[src/rtl/smart_home_pkg.sv]
`default_nettype none
// ============================================================================
// Module : smart_home_pkg
// Brief  : Shared constants and the luminance-reader FSM state encoding.
// Rev    : 1.0
// ============================================================================
package smart_home_pkg;

    localparam int LUM_W      = 8;
    localparam int c_ADC_BITS = 8;

    typedef enum logic [2:0] {
        ST_IDLE   = 3'd0,
        ST_WAIT   = 3'd1,
        ST_SELECT = 3'd2,
        ST_SHIFT  = 3'd3,
        ST_DONE   = 3'd4
    } lum_state_t;

    function automatic logic is_frame_state(input lum_state_t s);
        return (s == ST_SELECT) || (s == ST_SHIFT) || (s == ST_DONE);
    endfunction

endpackage
`default_nettype wire

[src/rtl/lum_avg.sv]
`default_nettype none
// ============================================================================
// Module : lum_avg
// Brief  : Power-of-two moving average with first-sample prefill.
// Rev    : 1.0
// ============================================================================
module lum_avg
    import smart_home_pkg::*;
#(
    parameter int AVG_LOG2 = 2
) (
    input  logic             clk,
    input  logic             rst_n,
    input  logic [LUM_W-1:0] i_sample,
    input  logic             i_sample_stb,
    output logic [LUM_W-1:0] o_avg,
    output logic             o_valid
);

    localparam int c_DEPTH = 1 << AVG_LOG2;
    localparam int c_SUM_W = LUM_W + AVG_LOG2;
    localparam int c_PTR_W = (AVG_LOG2 > 0) ? AVG_LOG2 : 1;

    logic [LUM_W-1:0]   r_ring [c_DEPTH];
    logic [c_PTR_W-1:0] r_wr_ptr;
    logic [c_SUM_W-1:0] r_sum;
    logic               r_primed;
    logic [LUM_W-1:0]   r_avg;
    logic               r_valid;

    logic [LUM_W-1:0]   w_oldest;
    logic [c_SUM_W-1:0] w_sum_next;
    logic [c_PTR_W-1:0] w_ptr_inc;

    always_comb begin
        w_oldest  = r_ring[r_wr_ptr];
        w_ptr_inc = (r_wr_ptr == c_PTR_W'(c_DEPTH - 1)) ? '0 : r_wr_ptr + c_PTR_W'(1);
        // Until primed the ring content is meaningless, so the sum restarts
        // from the sample replicated across every slot.
        if (!r_primed) begin
            w_sum_next = c_SUM_W'(i_sample) << AVG_LOG2;
        end else begin
            w_sum_next = r_sum - c_SUM_W'(w_oldest) + c_SUM_W'(i_sample);
        end
    end

    // Ring storage carries no reset; the prefill flag guards its contents.
    always_ff @(posedge clk) begin
        if (i_sample_stb) begin
            if (!r_primed) begin
                for (int i = 0; i < c_DEPTH; i++) begin
                    r_ring[i] <= i_sample;
                end
            end else begin
                r_ring[r_wr_ptr] <= i_sample;
            end
        end
    end

    always_ff @(posedge clk) begin
        if (!rst_n) begin
            r_primed <= 1'b0;
            r_sum    <= '0;
            r_wr_ptr <= '0;
            r_avg    <= '0;
            r_valid  <= 1'b0;
        end else begin
            r_valid <= i_sample_stb;
            if (i_sample_stb) begin
                r_primed <= 1'b1;
                r_sum    <= w_sum_next;
                r_avg    <= LUM_W'(w_sum_next >> AVG_LOG2);
                if (r_primed) begin
                    r_wr_ptr <= w_ptr_inc;
                end
            end
        end
    end

    assign o_avg   = r_avg;
    assign o_valid = r_valid;

endmodule
`default_nettype wire

[src/rtl/lum_sensor_reader.sv]
`default_nettype none
// ============================================================================
// Module : lum_sensor_reader
// Brief  : Serial light-sensor ADC front end with periodic sampling and a
//          moving-average filter feeding the Lum_sen brightness value.
// Rev    : 1.0
// ============================================================================
module lum_sensor_reader
    import smart_home_pkg::*;
#(
    parameter int SAMPLE_PERIOD = 64,
    parameter int CLK_DIV       = 2,
    parameter int AVG_LOG2      = 2
) (
    input  logic             CLK,
    input  logic             Reset,
    input  logic             Enable,
    input  logic             Adc_miso,
    output logic             Adc_cs_n,
    output logic             Adc_sclk,
    output logic [LUM_W-1:0] Lum_sen,
    output logic             Lum_valid,
    output logic             Busy
);

    localparam int c_PHASE_W = (CLK_DIV > 1) ? $clog2(CLK_DIV) : 1;
    localparam int c_PER_W   = (SAMPLE_PERIOD > 1) ? $clog2(SAMPLE_PERIOD + 1) : 1;
    localparam int c_BIT_W   = $clog2(c_ADC_BITS);

    lum_state_t              r_state;
    logic [c_PHASE_W-1:0]    r_phase;
    logic                    r_sclk_hi;
    logic [c_BIT_W-1:0]      r_bit;
    logic [c_PER_W-1:0]      r_period_cnt;
    logic [c_ADC_BITS-1:0]   r_shift;
    logic                    r_cs_n;
    logic                    r_sclk;
    logic                    r_busy;

    lum_state_t              w_state_next;
    logic [c_PHASE_W-1:0]    w_phase_next;
    logic                    w_sclk_hi_next;
    logic [c_BIT_W-1:0]      w_bit_next;
    logic                    w_phase_last;
    logic                    w_period_done;
    logic                    w_capture;
    logic                    w_period_clear;
    logic                    w_sample_stb;

    // Counter starts at 0 in the first SELECT cycle, so reaching
    // SAMPLE_PERIOD-1 means the next cycle starts a new frame on schedule.
    assign w_period_done = (r_period_cnt >= c_PER_W'(SAMPLE_PERIOD - 1));
    assign w_phase_last  = (r_phase == c_PHASE_W'(CLK_DIV - 1));
    assign w_sample_stb  = (r_state == ST_DONE);

    always_comb begin
        w_state_next   = r_state;
        w_phase_next   = '0;
        w_sclk_hi_next = r_sclk_hi;
        w_bit_next     = r_bit;
        w_capture      = 1'b0;

        case (r_state)
            ST_IDLE: begin
                if (Enable) begin
                    w_state_next = ST_SELECT;
                end
            end
            ST_WAIT: begin
                if (!Enable) begin
                    w_state_next = ST_IDLE;
                end else if (w_period_done) begin
                    w_state_next = ST_SELECT;
                end
            end
            ST_SELECT: begin
                if (w_phase_last) begin
                    w_state_next   = ST_SHIFT;
                    w_sclk_hi_next = 1'b0;
                    w_bit_next     = '0;
                end else begin
                    w_phase_next = r_phase + c_PHASE_W'(1);
                end
            end
            ST_SHIFT: begin
                if (!w_phase_last) begin
                    w_phase_next = r_phase + c_PHASE_W'(1);
                end else if (!r_sclk_hi) begin
                    w_sclk_hi_next = 1'b1;
                    w_capture      = 1'b1;
                end else begin
                    w_sclk_hi_next = 1'b0;
                    if (r_bit == c_BIT_W'(c_ADC_BITS - 1)) begin
                        w_state_next = ST_DONE;
                    end else begin
                        w_bit_next = r_bit + c_BIT_W'(1);
                    end
                end
            end
            ST_DONE: begin
                if (!Enable) begin
                    w_state_next = ST_IDLE;
                end else if (w_period_done) begin
                    w_state_next = ST_SELECT;
                end else begin
                    w_state_next = ST_WAIT;
                end
            end
            default: begin
                w_state_next = ST_IDLE;
            end
        endcase

        w_period_clear = (w_state_next == ST_SELECT) && (r_state != ST_SELECT);
    end

    always_ff @(posedge CLK) begin
        if (!Reset) begin
            r_state      <= ST_IDLE;
            r_phase      <= '0;
            r_sclk_hi    <= 1'b0;
            r_bit        <= '0;
            r_period_cnt <= '0;
            r_shift      <= '0;
            r_cs_n       <= 1'b1;
            r_sclk       <= 1'b0;
            r_busy       <= 1'b0;
        end else begin
            r_state   <= w_state_next;
            r_phase   <= w_phase_next;
            r_sclk_hi <= w_sclk_hi_next;
            r_bit     <= w_bit_next;

            if (w_period_clear) begin
                r_period_cnt <= '0;
            end else if (!w_period_done) begin
                r_period_cnt <= r_period_cnt + c_PER_W'(1);
            end

            if (w_capture) begin
                r_shift <= {r_shift[c_ADC_BITS-2:0], Adc_miso};
            end

            // Pin outputs are registered from the next state so they line up
            // with the state register cycle-for-cycle.
            r_cs_n <= !((w_state_next == ST_SELECT) || (w_state_next == ST_SHIFT));
            r_sclk <= (w_state_next == ST_SHIFT) && w_sclk_hi_next;
            r_busy <= is_frame_state(w_state_next);
        end
    end

    lum_avg #(
        .AVG_LOG2 (AVG_LOG2)
    ) u_lum_avg (
        .clk          (CLK),
        .rst_n        (Reset),
        .i_sample     (r_shift),
        .i_sample_stb (w_sample_stb),
        .o_avg        (Lum_sen),
        .o_valid      (Lum_valid)
    );

    assign Adc_cs_n = r_cs_n;
    assign Adc_sclk = r_sclk;
    assign Busy     = r_busy;

endmodule
`default_nettype wire

[config.mk]
export PLATFORM = sky130hd
export DESIGN_NAME = lum_sensor_reader
export DESIGN_NICKNAME = d
export VERILOG_FILES = /design/src/rtl/smart_home_pkg.sv /design/src/rtl/lum_avg.sv /design/src/rtl/lum_sensor_reader.sv
export SDC_FILE = /design/constraint.sdc
export NUM_CORES = 1
export LEC_CHECK = 0
export ABC_AREA = 1
export ABC_CLOCK_PERIOD_IN_PS = 3300
export CORE_ASPECT_RATIO = 1.25
export CORE_UTILIZATION = 50
export CTS_CLUSTER_SIZE = 24
export DETAILED_ROUTE_END_ITERATION = 16
export PLACE_DENSITY = 0.77
export SLEW_MARGIN = 20
export SYNTH_ARGS = -nofsm -noshare
export SYNTH_HDL_FRONTEND = slang
export SYNTH_SLANG_ARGS = --single-unit
[constraint.sdc]
create_clock -name CLK -period 3.3 [get_ports CLK]
set_clock_uncertainty 0.1 [all_clocks]
set_input_delay 0.495 -clock CLK [delete_from_list [all_inputs] [get_ports CLK]]
set_output_delay 0.495 -clock CLK [all_outputs]
set_load 0.03 [all_outputs]
# == Word-level counts from Yosys, hierarchy flattened ==
# Memories as Yosys holds them, arrays and structs flattened. A register that Yosys moved wholly into a read port is not among the register bits.
# Cells that the tools add are included.
# totals
output_inout_bits,12
elab_cells,85
n_memories,1
register_bits,48
in_bits,4
ramBits,32
# classes
n_eq_ne,14
n_lt_le_gt_ge,1
n_reduce_logical,13
bitwise,2
muxes,34
add_sub_neg,6
# memory_table
name,words,width,read_ports,rd_clocked_by_memory_dff,wr,line_no,rtl
u_lum_avg.r_ring,4,8,1,1,4,lum_avg.sv:24,logic [LUM_W-1:0] r_ring [c_DEPTH];
# op_table
op,n
3-bit 2-to-1 mux,11
3-bit case mux with 5 select lines,1
3-bit by 2-bit equality test with 1-bit output (second input constant),4
1-bit 2-to-1 mux,12
2-bit 2-to-1 mux,6
10-bit by 8-bit adder with 10-bit output,1
10-bit 2-to-1 mux,1
10-bit by 8-bit subtractor with 10-bit output,1
3-bit equality test (second input constant),3
8-bit 2-to-1 mux,1
2-bit inequality test (second input constant),4
8-bit OR reduction,1
7-bit by 1-bit adder with 7-bit output (second input constant),1
7-bit by 6-bit greater-or-equal comparator with 1-bit output (second input constant),1
3-bit case mux with 2 select lines,1
5-bit AND reduction,1
2-bit OR reduction,2
3-bit by 1-bit adder with 3-bit output (second input constant),1
3-bit by 1-bit equality test with 1-bit output (second input constant),1
3-bit logical NOT,1
3-bit by 2-bit inequality test with 1-bit output (second input constant),1
3-bit OR reduction,1
2-bit by 1-bit adder with 2-bit output (second input constant),1
2-bit equality test (second input constant),1
other kinds (8),11

# == Logic depth before layout (Yosys ltp) ==
# Gate-level depths: netlist of the first run.
# depth
word_depth,8
ltp_mapped,16
depth_no_buf,15

# == By module ==
# Synthesis of the first run repeated with hierarchy kept, for this count alone.
# hier_totals
hier_cells,437
area_unflattened_um2,3753.6
# modules_own_cells
module,seq_area_each_um2,cells_each,instances,area_per_inst_um2
lum_avg,1281.2,279,1,2563.7
lum_sensor_reader,520.5,158,1,1189.9

# == Worst setup path before layout of the first run ==
# No wires, ideal clock.
# synth_path
kind,register -> register
from,register (tool-made name)
to,"register u_lum_avg.r_avg[6], in the netlist u_lum_avg.o_avg[6]"
path_buffers,1
path_slack_ns,0.549
stages_incl_launch_ff,13
setup_ns,0.132
period_less_slack_ns,2.751
arrival_time_ns,2.520
path_cell_list,dfxtp_1 > inv_1 > clkbuf_1 > nor2_1 > o22ai_1 > fa_1 > fa_1 > o21ai_0 > nand2_1 > nand2_1 > nand2_1 > nand3_1 > a21oi_1
# synth_rtl
element,line_no,rtl
to (signal assigned),lum_avg.sv:72,r_avg <= LUM_W'(w_sum_next >> AVG_LOG2);
to (decl),lum_avg.sv:28,logic [LUM_W-1:0] r_avg;

==> reports/metrics.yaml, run 1 <==
synth_area_leaders: "edfxtp_1 (26%), dfxtp_1 (23%), inv_1 (6.8%)"
hold_viol_final: 0
synthArstFlopShare_pct: 0
antenna_found_initial: 0
synth_seq_area_share_pct: 48.8
drt-vias-per-instance: 5.31
instances_no_fill: 526
hold_path_depth: 2
drc_errors: 0
status: "finished clean"
grt_max_degree: 21
regArea_mm2: 0.00180
wl_per_cell_um: 14.0
synth_top_area_cell: "edfxtp_1"
cts_setup_buffers: 0
cp.required_ns: 3.40
reg2reg_depth: 11
wl_mm: 7.38
synthFlopType: "dfxtp_1"
grt.busiest_layer: "met2"
r2r_slack_ns: 0.42
finalCritPeriodShare_pct: 87.2
yosys_warnings: 0
rsz0062_at_grt: "no"
multiInputGateArea_mm2: 0.00153
yosys.cell_types.count: 36
port_buffers: 15
maxSlewViolCount: 0
die_h_um: 98.1
holdBufCountCts: 0
netlist_instances: 414
grt_overflow: 0
syn_area_per_cell_um2: 8.92
ys_seq_elements: 74
endpoint_kind: "flip-flop"
synth_top_area_share_pct: 26.0
fill_cells: 636
die_x_um: 78.9
cts-resized-gates: 0
use_met1_pct: 24.4
syn_area_mm2: 0.00369
drive_gt1_share_pct: 8.03
fin_setup_tns_ns: 0
arrival_ns: 2.97
insertion_delay_ns: 0.34
slew_headroom_pct: 54.5
numClockSinks: 74
peakVddDrop_uv: 298
power_density_mw_per_mm2: 405
worstHoldPathType: "flip-flop to flip-flop"
synth_edf_count: 32
drtPass1Iterations: 5
max_freq_mhz: 348
worstSetupStartpointType: "flip-flop"
place_hpwl_mm: 5.65
grt_usage_pct: 21.0
hold_start: "r_period_cnt[5]"
regToRegEndpoint: "u_lum_avg.o_avg[6]"
boundaryPins: 16
syn_to_final_growth_pct: 10.5
cts_max_path_buffers: 2
drv_cap: 0
core-area_mm2: 0.00706
vias: 2791
first_iter_violations: 184
n_antenna_cell: 0
cts_max_level: 3
final_nets: 459
period_minus_slack_ns: 2.88
synth_nets: 442
clk_pin_slew_ns: 0.08
globalplace.congestion: 0.859
use_met3_pct: 4.49
start_util_pct: 52.3
tritoncts: "done"
num_rows: 34
tightest_slew_ns: 0.682
met2_usage_pct: 35.8
dieArea_mm2: 0.00773
grt_pass1_wl_mm: 12.5
cts_made_buffers: 9
setup_violations: 0
root_buffer: "clkbuf_8"
drtAntennaViolNets: 0
dp.cells: 510
grt_pass1_vias: 2687
worst_hold_path.endpoint: "r_period_cnt[5]"
leakage_nw: 1.65
cp_max_fo: 16
path_class: "flip-flop to flip-flop"
[sequential cells by signal, indices dropped and copies added (netlist names), named ones only]
name	flops
u_lum_avg.r_wr_ptr	2
Busy	1
u_lum_avg.r_primed	1
u_lum_avg.r_sum	2
r_shift	8
r_bit	3
u_lum_avg.r_ring	32
Adc_sclk	1
r_period_cnt	7
Adc_cs_n	1
r_phase	1
r_sclk_hi	1
u_lum_avg.o_valid	1
u_lum_avg.o_avg	8
r_state	3
[worst max path at each step]
| stage | startpoint | endpoint | slack, ns | cells past startpoint |
|---|---|---|---|---|
| 2_1_floorplan | flip-flop | u_lum_avg.o_avg[6] | 0.55 | 12 |
| 3_3_place_gp | flip-flop | u_lum_avg.o_avg[6] | 0.54 | 11 |
| 3_5_place_dp | flip-flop | u_lum_avg.o_avg[6] | 0.45 | 11 |
| 4_1_cts | flip-flop | u_lum_avg.o_avg[6] | 0.45 | 11 |
| 5_1_grt | flip-flop | u_lum_avg.o_avg[6] | 0.10 | 13 |
| 6_report | flip-flop | u_lum_avg.o_avg[6] | 0.42 | 11 |
[metal layers]
metal / vias up / share of wire, %
li1: 1398 / -
met1: 1318 / 41
met4: 0 / 3.4
met3: 14 / 3.0
met5: - / 0
met2: 61 / 53
[stage by stage]
step	worst slack [ns]	cell area, um2	power [mW]	util [%]	hold slack (ns)
2_1_floorplan	0.549	3690	1.02	-	0.339
3_3_place_gp	0.537	3900	1.03	55.2	0.348
3_5_place_dp	0.453	3900	1.04	55.2	0.358
4_1_cts	0.452	4080	1.67	57.8	0.369
5_1_grt	0.100	4080	1.71	57.8	0.400
6_report	0.423	4080	1.65	57.8	0.368
[cells by family after synthesis]
logic type | Yosys count | share of synthesized area (%)
DFF | 74 | 48.8
and+or+nand+nor | 136 | 17.1
buffers and inverters | 85 | 9.73
adders and majority gates | 24 | 9.76
AOI/OAI and AO/OA | 89 | 13.2
xor gates and xnor gates | 6 | 1.42
[Yosys cell counts (all sizes together) (3+ instances only)]
cell type   n
a21oi      32
a31oi       3
buf         9
clkbuf      5
dfxtp      42
edfxtp     32
fa          8
ha         16
inv        70
nand2      62
nand3      18
nand3b      3
nor2       43
nor3        4
o21ai      34
o22ai      15
or2         3
xor2        4
[worst max-delay path, stage by stage, from the launching register on]
cell	delay (ns)
dfxtp_1	0.31
inv_1	0.31
o21ai_0	0.13
o22ai_1	0.17
fa_1	0.49
fa_1	0.48
o21ai_0	0.36
nand2_1	0.12
nand2_1	0.09
nand2_1	0.05
nand3_1	0.06
a21oi_1	0.06
[area by class of cell]
cell class	count	share of cell area, %
clock buffers	12	3.80
clock inverters	4	0.583
inverters	71	6.59
well taps	90	2.76
repair buffers	20	4.60
multi-input cells	255	37.5
flip-flops and latches	74	44.2
[placed cells by master (no fill, tap or decap)]
cell type and instances:
fa_1 8, inv_1 67, nor2_1 38, nand3b_1 3, clkinv_2 1, xor2_1 4
o31ai_2 1, o21a_1 1, clkinv_1 1, nor2_4 4, xnor2_1 2, nor3b_1 1
o21ai_0 33, nor3_1 4, clkbuf_1 1, clkdlybuf4s50_1 15, edfxtp_1 32, or2_2 2
buf_4 5, a21boi_0 1, o22ai_1 15, or2_0 1, nand4_1 2, nand2_1 58
nand3_1 18, a21oi_1 32, o21bai_1 1, inv_4 4, clkbuf_8 11, nand2_2 2
nand2_4 2, inv_2 2, o21ai_1 1, ha_1 16, a211oi_1 1, nor2_8 1
dfxtp_1 42, a31oi_1 3
[report_power, final]
| part | switching, mW | total, mW | internal [mW] |
|---|---|---|---|
| clock network | 0.323 | 0.638 | 0.315 |
| logic | 0.0340 | 0.0544 | 0.0204 |
| registers | 0.00636 | 0.961 | 0.955 |
| total | 0.364 | 1.65 | 1.29 |
No activity file was read; power rests on OpenSTA's default activity.
==> inputs of run 2 (changes only) <==
--- a/config.mk
+++ b/config.mk
@@ -6,12 +6,12 @@
 export NUM_CORES = 1
 export LEC_CHECK = 0
 export ABC_AREA = 1
-export ABC_CLOCK_PERIOD_IN_PS = 3300
+export ABC_CLOCK_PERIOD_IN_PS = 2400
 export CORE_ASPECT_RATIO = 1.25
 export CORE_UTILIZATION = 50
 export CTS_CLUSTER_SIZE = 24
 export DETAILED_ROUTE_END_ITERATION = 16
-export PLACE_DENSITY = 0.77
+export PLACE_DENSITY = 0.79
 export SLEW_MARGIN = 20
 export SYNTH_ARGS = -nofsm -noshare
 export SYNTH_HDL_FRONTEND = slang
==> constraint.sdc (replaced) <==
create_clock -name CLK -period 2.4 [get_ports CLK]
set_clock_uncertainty 0.1 [all_clocks]
set_input_delay 0.36 -clock CLK [delete_from_list [all_inputs] [get_ports CLK]]
set_output_delay 0.36 -clock CLK [all_outputs]
set_load 0.03 [all_outputs]
==> run 2 against run 1 <==
  * Sequential power rose by 37%
  * Critical path type unchanged
  * First-iteration DRC count rose by 24%
  * The run now ends with setup timing left
  * Core utilization rose by 7.1 points
  * Critical path depth fell by 1
  * Die area did not move
  * Global-route usage rose by 1.3 points
  * Clock-buffer cell count fell by 2
  * Fmax rose by 12%
  * Highest routed layer unchanged
  * Non-clock buffer count rose by 19
==> reports/metrics.yaml, run 2 (same netlist as run 1, synthesis figures left out) <==
fin_util_pct: 64.9  # was 57.8%
endpoint_kind: "flip-flop"  # unchanged
holdBufCountCts: 0  # unchanged
status: "complete, but fails checks"  # was finished clean
fill_cells: 515  # was 636
cp_slowest_stage_delay_ns: 0.52  # was 0.49 ns
failed_checks: "setup timing"
hold_viol_final: 0  # unchanged
worstSetupStartpointType: "flip-flop"  # unchanged
finalCritPeriodShare_pct: 107  # was 87.2%
place_ws_ns: -0.267  # was 0.453 ns
drv_cap: 0  # unchanged
cts_max_path_buffers: 2  # unchanged
layout_common_cells: "inv_1 (61), nand2_1 (48), dfxtp_1 (40)"  # was inv_1 (67), nand2_1 (58), dfxtp_1 (42)
dp.cells: 527  # was 510
grt_usage_pct: 22.3  # was 21.0%
maxSlewViolCount: 0  # unchanged
arrival_ns: 2.75  # was 2.97 ns
regToRegEndpoint: "u_lum_avg.o_avg[6]"  # unchanged
tightest_slew_ns: 0.420  # was 0.682 ns
p_clk_share_pct: 40.4  # was 38.6%
instances_no_fill: 545  # was 526
place_hpwl_mm: 5.50  # was 5.65 mm
layout_commonest_cell: "inv_1"  # unchanged
first_iter_violations: 229  # was 184
period_minus_slack_ns: 2.56  # was 2.88 ns
power_mw: 2.35  # was 1.65 mW
hold_path_depth: 2  # unchanged
power_frac_comb_pct: 3.4  # was 3.3%
internal-power_mw: 1.82  # was 1.29 mW
globalplace.congestion: 0.868  # was 0.859
seqPwrFrac_pct: 56.2  # was 58.1%
drtPass1Iterations: 5  # unchanged
rsz0062_at_grt: "yes"  # was no
drt-vias-per-instance: 5.53  # was 5.31
dieArea_mm2: 0.00773  # unchanged
die_h_um: 98.1  # unchanged
peakVddDrop_uv: 647  # was 298 uV
layout_setup_ws_ns: -0.164  # was 0.423 ns
final_nets: 478  # was 459
root_buffer: "clkbuf_8"  # unchanged
largest-register: "u_lum_avg.r_ring"  # unchanged
boundaryPins: 16  # unchanged
fin_setup_tns_ns: -0.716  # was 0 ns
port_buffers: 15  # unchanged
drtAntennaViolNets: 0  # unchanged
n_antenna_cell: 0  # unchanged
cts_max_level: 3  # unchanged
wl_mm: 8.62  # was 7.38 mm
leakage_nw: 1.79  # was 1.65 nW
vias: 3013  # was 2791
syn_to_final_growth_pct: 24.2  # was 10.5%
slowest_stage: "fa_2"  # was fa_1
tritoncts: "done"  # unchanged
cts_made_buffers: 9  # unchanged
drive_gt1_share_pct: 24.0  # was 8.03%
insertion_delay_ns: 0.34  # about the same
num_rows: 34  # unchanged
grt_pass1_vias: 2821  # was 2687
slew_headroom_pct: 71.9  # was 54.5%
numClockSinks: 74  # unchanged
die_x_um: 78.9  # unchanged
cp_max_fo: 6  # was 16
path_cells: "buf_8 > o21ai_2 > o22ai_2 > fa_2 > fa_2 > o21ai_4 > nand2_1 > nand3_1 > nand3_1 > a21oi_1"  # was inv_1 > o21ai_0 > o22ai_1 > fa_1 > fa_1 > o21ai_0 > nand2_1 > nand2_1 > nand2_1 > nand3_1 > a21oi_1
regArea_mm2: 0.00181  # was 0.00180 mm2
setup_violations: 7  # was 0
worstHoldPathType: "flip-flop to flip-flop"  # unchanged
power_density_mw_per_mm2: 513  # was 405 mW/mm2
start_util_pct: 52.3  # unchanged
clk_pin_slew_ns: 0.09  # was 0.08 ns
wl_per_cell_um: 15.8  # was 14.0 um
reg2reg_depth: 10  # was 11
hold_start: "r_period_cnt[5]"  # unchanged
grt_overflow: 0  # unchanged
antenna_found_initial: 0  # unchanged
r2r_slack_ns: -0.16  # was 0.42 ns
largest_reg_flops: 32  # unchanged
path_class: "flip-flop to flip-flop"  # unchanged
core-area_mm2: 0.00706  # unchanged
worst_hold_path.endpoint: "r_period_cnt[5]"  # unchanged
switchingPower_mw: 0.527  # was 0.364 mW
multiInputGateArea_mm2: 0.00184  # was 0.00153 mm2
grt_max_degree: 19  # was 21
max_freq_mhz: 390  # was 348 MHz
drc_errors: 0  # unchanged
cp.required_ns: 2.58  # was 3.40 ns
switching_share_pct: 22.4  # was 22.0%
grt_pass1_wl_mm: 13.1  # was 12.5 mm
## run 2: cell types whose count changed in the layout (fill, tap and decap cells not counted), moves of 7 or more
cell     before  now
buf_4         5   21
ha_1         16    8
ha_4          0    8
nand2_1      58   48
nand2_2       2    9
o21ai_0      33   19
## run 2: worst max-delay path by stage
| stage | slack, ns | from | end |
|---|---|---|---|
| after floorplan | 0.005 | flip-flop | u_lum_avg.o_avg[6] |
| after global placement | -0.22 | flip-flop | u_lum_avg.o_avg[3] |
| after detailed placement | -0.27 | flip-flop | u_lum_avg.o_avg[5] |
| after CTS | -0.06 | flip-flop | u_lum_avg.o_avg[4] |
| after global routing | -0.24 | flip-flop | u_lum_avg.o_avg[6] |
| final | -0.16 | flip-flop | u_lum_avg.o_avg[6] |
## run 2: worst max-delay path, delay by kind of cell, from the launching register on
family,cells,cell delay [ns]
fa+ha+maj,2,0.97
flops,1,0.41
simple gates,3,0.31
buf+inv,1,0.15
compound gates,4,0.58
## run 2: per-stage QoR
stage          hold WS [ns]  area [um2]
2_1_floorplan         0.339        3700
3_3_place_gp          0.351        4050
3_5_place_dp          0.361        4050
4_1_cts               0.373        4450
5_1_grt               0.397        4580
6_report              0.372        4580
## run 2: power by group through the flow
stage                     sequential (mW)  combinational (mW)  clock, mW
after global placement               1.35              0.0738          0
after detailed placement             1.35              0.0766          0
final                                1.32              0.0801      0.950
after floorplan                      1.35              0.0446          0
after CTS                            1.32              0.0789      0.968
after global routing                 1.32              0.0887       1.02
## run 2: area by class of cell
class,count,share of cell area [%]
tap,90,2.46
multi-input combinational,255,40.2
timing repair buffer,39,7.73
sequential,74,39.4
clock buffer,10,2.78
inverter,71,6.03
clock inverter,6,1.42
## run 2: layer usage
metal  wire, um  vias up  global-route usage [%]
met3        375       32                    4.30
li1           -     1434                       -
met2       4580      113                    39.8
met5          0        -                       0
met4        316        0                    11.2
met1       3350     1434                    25.1
## run 2: what timing repair did
action / in CTS / in global routing
pin swaps: 27 / 24
gates resized for setup: 53 / 30
endpoints found under the setup margin: 8 / 8
buffers inserted: 1 / 1
==> inputs of run 3 (changes only) <==
--- a/config.mk
+++ b/config.mk
@@ -11,6 +11,7 @@
 export CORE_UTILIZATION = 50
 export CTS_CLUSTER_SIZE = 24
 export DETAILED_ROUTE_END_ITERATION = 16
+export GPL_ROUTABILITY_DRIVEN = 0
 export PLACE_DENSITY = 0.79
 export SLEW_MARGIN = 20
 export SYNTH_ARGS = -nofsm -noshare
==> results of run 3 <==
No change in the layout: final DEF, timing and power equal those of run 2.
